===== src/rtl/bcd_counter_display_pkg.sv =====
// Shared BCD constants, seven-segment patterns and the count-operation type
// used by the counter/display block.
package bcd_display_pkg;

  localparam int unsigned BCD_W = 4;

  typedef logic [BCD_W-1:0] bcd_t;

  localparam bcd_t ZERO = 4'd0;
  localparam bcd_t NINE = 4'd9;

  // Active-low patterns, [7]=dp (always off), [6]=g ... [0]=a
  localparam logic [7:0] SEG_0     = 8'hC0;
  localparam logic [7:0] SEG_1     = 8'hF9;
  localparam logic [7:0] SEG_2     = 8'hA4;
  localparam logic [7:0] SEG_3     = 8'hB0;
  localparam logic [7:0] SEG_4     = 8'h99;
  localparam logic [7:0] SEG_5     = 8'h92;
  localparam logic [7:0] SEG_6     = 8'h82;
  localparam logic [7:0] SEG_7     = 8'hF8;
  localparam logic [7:0] SEG_8     = 8'h80;
  localparam logic [7:0] SEG_9     = 8'h90;
  localparam logic [7:0] SEG_BLANK = 8'hFF;

  typedef enum logic [2:0] {
    OP_HOLD,
    OP_CLEAR,
    OP_LOAD,
    OP_UP,
    OP_DOWN
  } count_op_t;

  function automatic logic [7:0] digit_to_seg(input bcd_t d);
    logic [7:0] seg;
    case (d)
      4'd0:    seg = SEG_0;
      4'd1:    seg = SEG_1;
      4'd2:    seg = SEG_2;
      4'd3:    seg = SEG_3;
      4'd4:    seg = SEG_4;
      4'd5:    seg = SEG_5;
      4'd6:    seg = SEG_6;
      4'd7:    seg = SEG_7;
      4'd8:    seg = SEG_8;
      4'd9:    seg = SEG_9;
      default: seg = SEG_BLANK;
    endcase
    return seg;
  endfunction

endpackage


===== src/rtl/bcd_counter_display_if.sv =====
// Request/status bundle of the BCD counter/display block; the board logic
// drives it through the master modport, the counter sits on the slave side.
interface bcd_counter_display_if
  import bcd_display_pkg::*;
#(
  parameter int unsigned DIGITS = 4
);

  logic                      countEnable;
  logic                      up;
  logic                      load;
  logic [BCD_W*DIGITS-1:0]   loadValue;
  logic                      clear;
  logic [BCD_W*DIGITS-1:0]   digitsOut;
  logic                      carryOut;
  logic                      borrowOut;
  logic [DIGITS-1:0]         controlOut;
  logic [7:0]                segOut;

  modport master (
    output countEnable, up, load, loadValue, clear,
    input  digitsOut, carryOut, borrowOut, controlOut, segOut
  );

  modport slave (
    input  countEnable, up, load, loadValue, clear,
    output digitsOut, carryOut, borrowOut, controlOut, segOut
  );

endinterface


===== src/rtl/bcd_counter_display_scan.sv =====
// Multiplexed seven-segment scan: prescaler, digit index, digit mux and the
// registered controlOut/segOut drive.
module seven_seg_scan
  import bcd_display_pkg::*;
#(
  parameter int unsigned DIGITS   = 4,
  parameter int unsigned SCAN_DIV = 50000
) (
  input  logic                    clock,
  input  logic                    reset,
  input  logic [BCD_W*DIGITS-1:0] value,
  output logic [DIGITS-1:0]       controlOut,
  output logic [7:0]              segOut
);

  localparam int unsigned PRE_W = $clog2(SCAN_DIV);
  localparam int unsigned IDX_W = (DIGITS > 1) ? $clog2(DIGITS) : 1;
  localparam logic [PRE_W-1:0] PRE_LAST = PRE_W'(SCAN_DIV - 1);
  localparam logic [IDX_W-1:0] IDX_LAST = IDX_W'(DIGITS - 1);

  logic [PRE_W-1:0]  pre, preNext;
  logic [IDX_W-1:0]  idx, idxNext;
  bcd_t              digitSel;
  logic [DIGITS-1:0] ctlNext;

  always_comb begin
    preNext = pre + 1'b1;
    idxNext = idx;
    if (pre == PRE_LAST) begin
      preNext = '0;
      idxNext = (idx == IDX_LAST) ? '0 : idx + 1'b1;
    end
  end

  // Outputs are registered from the next index so controlOut stays in phase
  // with the index register itself.
  always_comb begin
    digitSel = ZERO;
    ctlNext  = '1;
    for (int unsigned k = 0; k < DIGITS; k++) begin
      if (idxNext == IDX_W'(k)) begin
        digitSel   = value[BCD_W*k +: BCD_W];
        ctlNext[k] = 1'b0;
      end
    end
  end

  always_ff @(posedge clock or posedge reset) begin
    if (reset) begin
      pre        <= '0;
      idx        <= '0;
      controlOut <= ~DIGITS'(1);
      segOut     <= SEG_0;
    end else begin
      pre        <= preNext;
      idx        <= idxNext;
      controlOut <= ctlNext;
      segOut     <= digit_to_seg(digitSel);
    end
  end

endmodule


===== src/rtl/bcd_counter_display.sv =====
// N-digit BCD up/down counter with clear, clamped parallel load, wrap or
// saturate mode, carry/borrow pulses and an integrated display scan.
module bcd_counter_display
  import bcd_display_pkg::*;
#(
  parameter int unsigned DIGITS   = 4,
  parameter int unsigned SCAN_DIV = 50000,
  parameter int unsigned WRAP     = 1
) (
  input  logic           clock,
  input  logic           reset,
  bcd_counter_display_if.slave bus
);

  logic [BCD_W*DIGITS-1:0] value, valueNext, incVal, decVal, loadClamped;
  logic                    allNines, allZeros;
  logic                    carry, borrow, carryNext, borrowNext;
  count_op_t               op;

  always_comb begin
    if (bus.clear)            op = OP_CLEAR;
    else if (bus.load)        op = OP_LOAD;
    else if (bus.countEnable) op = bus.up ? OP_UP : OP_DOWN;
    else                      op = OP_HOLD;
  end

  // Ripple flags run low-to-high digit; after the loop they report all-nines
  // and all-zeros of the whole value.
  always_comb begin
    logic rippleUp;
    logic rippleDn;
    bcd_t d;
    bcd_t n;
    incVal      = value;
    decVal      = value;
    loadClamped = '0;
    rippleUp    = 1'b1;
    rippleDn    = 1'b1;
    d           = ZERO;
    n           = ZERO;
    for (int unsigned k = 0; k < DIGITS; k++) begin
      d = value[BCD_W*k +: BCD_W];
      n = bus.loadValue[BCD_W*k +: BCD_W];
      if (rippleUp) incVal[BCD_W*k +: BCD_W] = (d == NINE) ? ZERO : d + 4'd1;
      if (rippleDn) decVal[BCD_W*k +: BCD_W] = (d == ZERO) ? NINE : d - 4'd1;
      loadClamped[BCD_W*k +: BCD_W] = (n > NINE) ? NINE : n;
      rippleUp = rippleUp & (d == NINE);
      rippleDn = rippleDn & (d == ZERO);
    end
    allNines = rippleUp;
    allZeros = rippleDn;
  end

  always_comb begin
    valueNext  = value;
    carryNext  = 1'b0;
    borrowNext = 1'b0;
    case (op)
      OP_CLEAR: valueNext = '0;
      OP_LOAD:  valueNext = loadClamped;
      OP_UP: begin
        carryNext = allNines;
        if (!allNines || (WRAP != 0)) valueNext = incVal;
      end
      OP_DOWN: begin
        borrowNext = allZeros;
        if (!allZeros || (WRAP != 0)) valueNext = decVal;
      end
      default: ;
    endcase
  end

  always_ff @(posedge clock or posedge reset) begin
    if (reset) begin
      value  <= '0;
      carry  <= 1'b0;
      borrow <= 1'b0;
    end else begin
      value  <= valueNext;
      carry  <= carryNext;
      borrow <= borrowNext;
    end
  end

  assign bus.digitsOut = value;
  assign bus.carryOut  = carry;
  assign bus.borrowOut = borrow;

  seven_seg_scan #(
    .DIGITS   (DIGITS),
    .SCAN_DIV (SCAN_DIV)
  ) u_scan (
    .clock      (clock),
    .reset      (reset),
    .value      (value),
    .controlOut (bus.controlOut),
    .segOut     (bus.segOut)
  );

endmodule


===== src/flat_wrapper.sv =====
// flat-port wrapper written by rule: the top's interface ports become plain ports
module bcd_counter_display_flat import bcd_display_pkg::*;
#(
  parameter int unsigned DIGITS   = 4,
  parameter int unsigned SCAN_DIV = 50000,
  parameter int unsigned WRAP     = 1
)
  (clock, reset, bus_countEnable, bus_up, bus_load, bus_loadValue, bus_clear, bus_digitsOut, bus_carryOut, bus_borrowOut, bus_controlOut, bus_segOut);
  bcd_counter_display_if #(.DIGITS(DIGITS)) bus_i ();
  input  logic clock;
  input  logic reset;
  input wire logic [$bits(bus_i.countEnable)-1:0] bus_countEnable;
  input wire logic [$bits(bus_i.up)-1:0] bus_up;
  input wire logic [$bits(bus_i.load)-1:0] bus_load;
  input wire logic [$bits(bus_i.loadValue)-1:0] bus_loadValue;
  input wire logic [$bits(bus_i.clear)-1:0] bus_clear;
  output wire logic [$bits(bus_i.digitsOut)-1:0] bus_digitsOut;
  output wire logic [$bits(bus_i.carryOut)-1:0] bus_carryOut;
  output wire logic [$bits(bus_i.borrowOut)-1:0] bus_borrowOut;
  output wire logic [$bits(bus_i.controlOut)-1:0] bus_controlOut;
  output wire logic [$bits(bus_i.segOut)-1:0] bus_segOut;
  assign bus_i.countEnable = bus_countEnable;
  assign bus_i.up = bus_up;
  assign bus_i.load = bus_load;
  assign bus_i.loadValue = bus_loadValue;
  assign bus_i.clear = bus_clear;
  assign bus_digitsOut = bus_i.digitsOut;
  assign bus_carryOut = bus_i.carryOut;
  assign bus_borrowOut = bus_i.borrowOut;
  assign bus_controlOut = bus_i.controlOut;
  assign bus_segOut = bus_i.segOut;
  bcd_counter_display #(.DIGITS(DIGITS), .SCAN_DIV(SCAN_DIV), .WRAP(WRAP)) u_core (.clock(clock), .reset(reset), .bus(bus_i));
endmodule

===== config.mk =====
export PLATFORM = sky130hd
export DESIGN_NAME = bcd_counter_display_flat
export DESIGN_NICKNAME = d
export VERILOG_FILES = /design/src/rtl/bcd_counter_display_pkg.sv /design/src/rtl/bcd_counter_display_if.sv /design/src/rtl/bcd_counter_display_scan.sv /design/src/rtl/bcd_counter_display.sv /design/src/flat_wrapper.sv
export SDC_FILE = /design/constraint.sdc
export NUM_CORES = 1
export LEC_CHECK = 0
export ABC_AREA = 1
export CAP_MARGIN = 20
export CORE_UTILIZATION = 54
export DETAILED_ROUTE_END_ITERATION = 10
export GPL_ROUTABILITY_DRIVEN = 0
export PLACE_DENSITY = 0.91
export SLEW_MARGIN = 10
export SYNTH_ARGS = -nofsm -noshare
export SYNTH_HDL_FRONTEND = slang
export SYNTH_SLANG_ARGS = --single-unit
export TNS_END_PERCENT = 5

===== constraint.sdc =====
create_clock -name clock -period 3.05 [get_ports clock]
set_clock_uncertainty 0.1 [all_clocks]
set_input_delay 0.61 -clock clock [delete_from_list [all_inputs] [get_ports clock]]
set_output_delay 0.61 -clock clock [all_outputs]
set_load 0.005 [all_outputs]

==> results.sh <==
export IMPL_status="finished clean"
export IMPL_cp_start_kind="flop"
export IMPL_grt_overflow_total=0
export IMPL_final_antenna_net_count=0
export IMPL_synthCells=415
export IMPL_insertion_delay_ns=0.30
export IMPL_fin_crit_ns=2.48
export IMPL_hold_path_class="reg -> reg"
export IMPL_report_final_slew_viol_count=0
export IMPL_nets=507
export IMPL_clockBufferDepth=2
export IMPL_hold_viol_final=0
export IMPL_cp_cell_sequence="ha_1 -> nand3_2 -> nor2_2 -> nand2_2 -> nand2_1 -> nand2_1 -> nor2_2 -> nand2_1 -> nand2_1 -> inv_1 -> ha_1 -> nand2_1 -> nand2_1 -> inv_1 -> nand2_1 -> nand2_1"
export IMPL_multi_input_area_mm2=0.00174
export IMPL_ys_top_cells_by_area="dfrtp_1 34%, nand2_1 9.1%, nand3_1 7.7%, inv_1 6.8%, ha_1 5.9%"
export IMPL_dp_slack_ns=0.603
export IMPL_ys_seq_elements=47
export IMPL_finalSetupViolCount=0
export IMPL_yosys_warnings=0
export IMPL_holdWs_ns=0.378
export IMPL_drive_gt1_share_pct=10.2
export IMPL_finalWorstSetupSlack_ns=0.574
export IMPL_drtIter0Drc=149
export IMPL_synth_ff_type="dfrtp_1"
export IMPL_syn_cell_area_mm2=0.00319
export IMPL_crit_fanout=6
export IMPL_pwr_density_cell_mw_per_mm2=365
export IMPL_pwr_share_clk_pct=25.3
export IMPL_tightest_slew_ns=0.619
export IMPL_clk_pin_slew_ns=0.08
export IMPL_synth_top_area_share_pct=33.8
export IMPL_rows=27
export IMPL_cts_sinks=47
export IMPL_die_y_um=78.8
export IMPL_regArea_mm2=0.00118
export IMPL_drt_wirelength_per_cell_um=13.6
export IMPL_route_detailed_drc=0
export IMPL_power_switching_uw=424
export IMPL_synth_top_area_cell="dfrtp_1"
export IMPL_crit_top_cell="nand2_1"
export IMPL_ir_drop_mv=0.215
export IMPL_tns_ns=0
export IMPL_path_class="reg -> reg"
export IMPL_rsz0062_at_grt="no"
export IMPL_groute_usage_overall_pct=25.6
export IMPL_crit_path_max_incr_delay_ns=0.38
export IMPL_max_cap_viol_count=0
export IMPL_required_ns=3.13
export IMPL_power_internal_uw=982
export IMPL_cts_buffers=5
export IMPL_synth_common_cells="77 x nand2_1, 58 x inv_1, 49 x nand3_1"
export IMPL_seqPwrFrac_pct=50.4
export IMPL_maxSlewHeadroom_pct=58.6
export IMPL_grt_max_degree=48
export IMPL_synth_most_common_cell="nand2_1"
export IMPL_synth_fp_nets=452
export IMPL_grt_pass1_wl_um=12700
export IMPL_n_antenna_cell=0
export IMPL_dp_hpwl_um=5660
export IMPL_initial_core_util_pct=56.8
export IMPL_dieArea_mm2=0.00621
export IMPL_fmax_mhz=404
export IMPL_n_fill_cell=468
export IMPL_port_buffer_count=50
export IMPL_post_cts_buffers=0
export IMPL_ys_async_sr_fraction_pct=100
export IMPL_grt_pass1_vias=2897
export IMPL_clockRootBuffer="clkbuf_8"
export IMPL_p_leak_nw=1.82
export IMPL_cts_hold_buf=0
export IMPL_yosysSeqAreaShare_pct=37.1
export IMPL_ctsResizeCount=0
export IMPL_switching_share_pct=30.2
export IMPL_p_comb_share_pct=24.3
export IMPL_io_pins=52
export IMPL_vias_per_cell=5.47
export IMPL_endpoint_kind="flop"
export IMPL_coreArea_mm2=0.00561
export IMPL_synth_edff_count=0
export IMPL_cp_slowest_cell="dfrtp_1"
export IMPL_antenna_found_initial=0
export IMPL_postSynthAreaPerCell_um2=7.68
export IMPL_cts_tree="yes"
export IMPL_synth_cell_types=38
export IMPL_die_x_um=78.8
export IMPL_vias=2971
export IMPL_worst_ep_arrival_time_ns=2.56
export IMPL_period_share_pct=81.2
export IMPL_htree_num_levels=2
export IMPL_dr_pass1_iters=4
export IMPL_areaGrowthSynthToFinish_pct=21.0
export IMPL_drt_wl_total_um=7370
## stage by stage
stage	utilization, %	instance area [um^2]	total power, mW	instances
detailed placement	67.3	3770	1.05	535
global route	68.7	3850	1.49	543
finish	68.7	3850	1.41	543
CTS	68.7	3850	1.41	543
global placement	67.3	3770	1.04	535
floorplan	-	3190	0.896	415
## critical path, delay by kind of cell (launching register included)
kind | cells | cell delay [ns]
flops | 1 | 0.38
buf+inv | 2 | 0.11
simple gates | 12 | 1.27
fa+ha+maj | 2 | 0.50
## layer usage
metal / global-route usage (%) / routed length, um
met1: 31.9 / 3210
met2: 44.4 / 3660
met3: 4.83 / 381
met4: 8.33 / 116
met5: 0 / 0
## path summary, 6_finish.rpt
path / from / to / slack [ns] / cells after the start
worst min register to register: u_core.u_scan.pre[0]$_DFF_PP0_ / u_core.u_scan.pre[0]$_DFF_PP0_ / 0.38 / 1
max in group asynchronous: reset / u_core.bus.digitsOut[7]$_DFFE_PP0P_ / 1.80 / 3
worst min-delay path: u_core.u_scan.pre[0]$_DFF_PP0_ / u_core.u_scan.pre[0]$_DFF_PP0_ / 0.38 / 1
min in group asynchronous: reset / u_core.bus.digitsOut[14]$_DFFE_PP0P_ / 0.66 / 3
worst max-delay path: u_core.u_scan.pre[0]$_DFF_PP0_ / u_core.u_scan.segOut[3]$_DFF_PP0_ / 0.57 / 16
worst max register to register: u_core.u_scan.pre[0]$_DFF_PP0_ / u_core.u_scan.segOut[3]$_DFF_PP0_ / 0.57 / 16
## power groups by stage
stage	combinational, mW	clock, mW	sequential (mW)
after floorplan	0.190	0	0.706
after global placement	0.325	0	0.718
after detailed placement	0.336	0	0.719
after CTS	0.339	0.364	0.707
after global routing	0.381	0.393	0.714
final	0.342	0.356	0.709
## sequential cells by signal (all words and copies together), names as in the netlist
register                  flops
u_core.u_scan.controlOut      4
u_core.bus.carryOut           1
u_core.u_scan.pre            16
u_core.bus.digitsOut         16
u_core.bus.borrowOut          1
u_core.u_scan.segOut          7
u_core.u_scan.idx             2
## area by class of cell
| type | count | area share (%) |
|---|---|---|
| Tap cell | 72 | 2.34 |
| Clock buffer | 7 | 1.98 |
| Inverter | 61 | 5.97 |
| Sequential cell | 47 | 30.6 |
| Timing Repair Buffer | 54 | 13.8 |
| Multi-Input combinational cell | 301 | 45.2 |
| Clock inverter | 1 | 0.130 |
## cell families (layout without fill, tap and decap cells)
| logic type | after synthesis | count (layout) | share of synthesized area [%] |
|---|---|---|---|
| AO/OA/AOI/OAI | 70 | 70 | 13.4 |
| XOR/XNOR | 11 | 11 | 3.02 |
| adder cells (fa/ha/maj) | 15 | 15 | 5.89 |
| buffers and inverters | 67 | 123 | 8.29 |
| flip-flops | 47 | 47 | 37.1 |
| other | 1 | 1 | 0.118 |
| AND/OR/NAND/NOR | 204 | 204 | 32.2 |
## cells in the final DEF, fill, tap and decap left out, types with 2 or more instances in the layout
cell and n:
a21oi_1 9, a22oi_1 2, a31oi_1 6, buf_4 4
clkbuf_1 2, clkbuf_8 5, clkdlybuf4s50_1 50, clkinv_2 2
dfrtp_1 43, dfstp_2 4, ha_1 15, inv_1 57
inv_2 2, nand2_1 77, nand2_2 6, nand2_4 5
nand3_1 49, nand3_2 5, nand4_1 3, nand4_4 2
nor2_1 40, nor2_2 6, nor2_4 2, nor3_1 5
nor3_2 2, o2111ai_1 3, o211ai_1 10, o21ai_0 30
o21ai_1 4, xor2_1 11
Note: power is estimated with default switching activity, not from simulation.
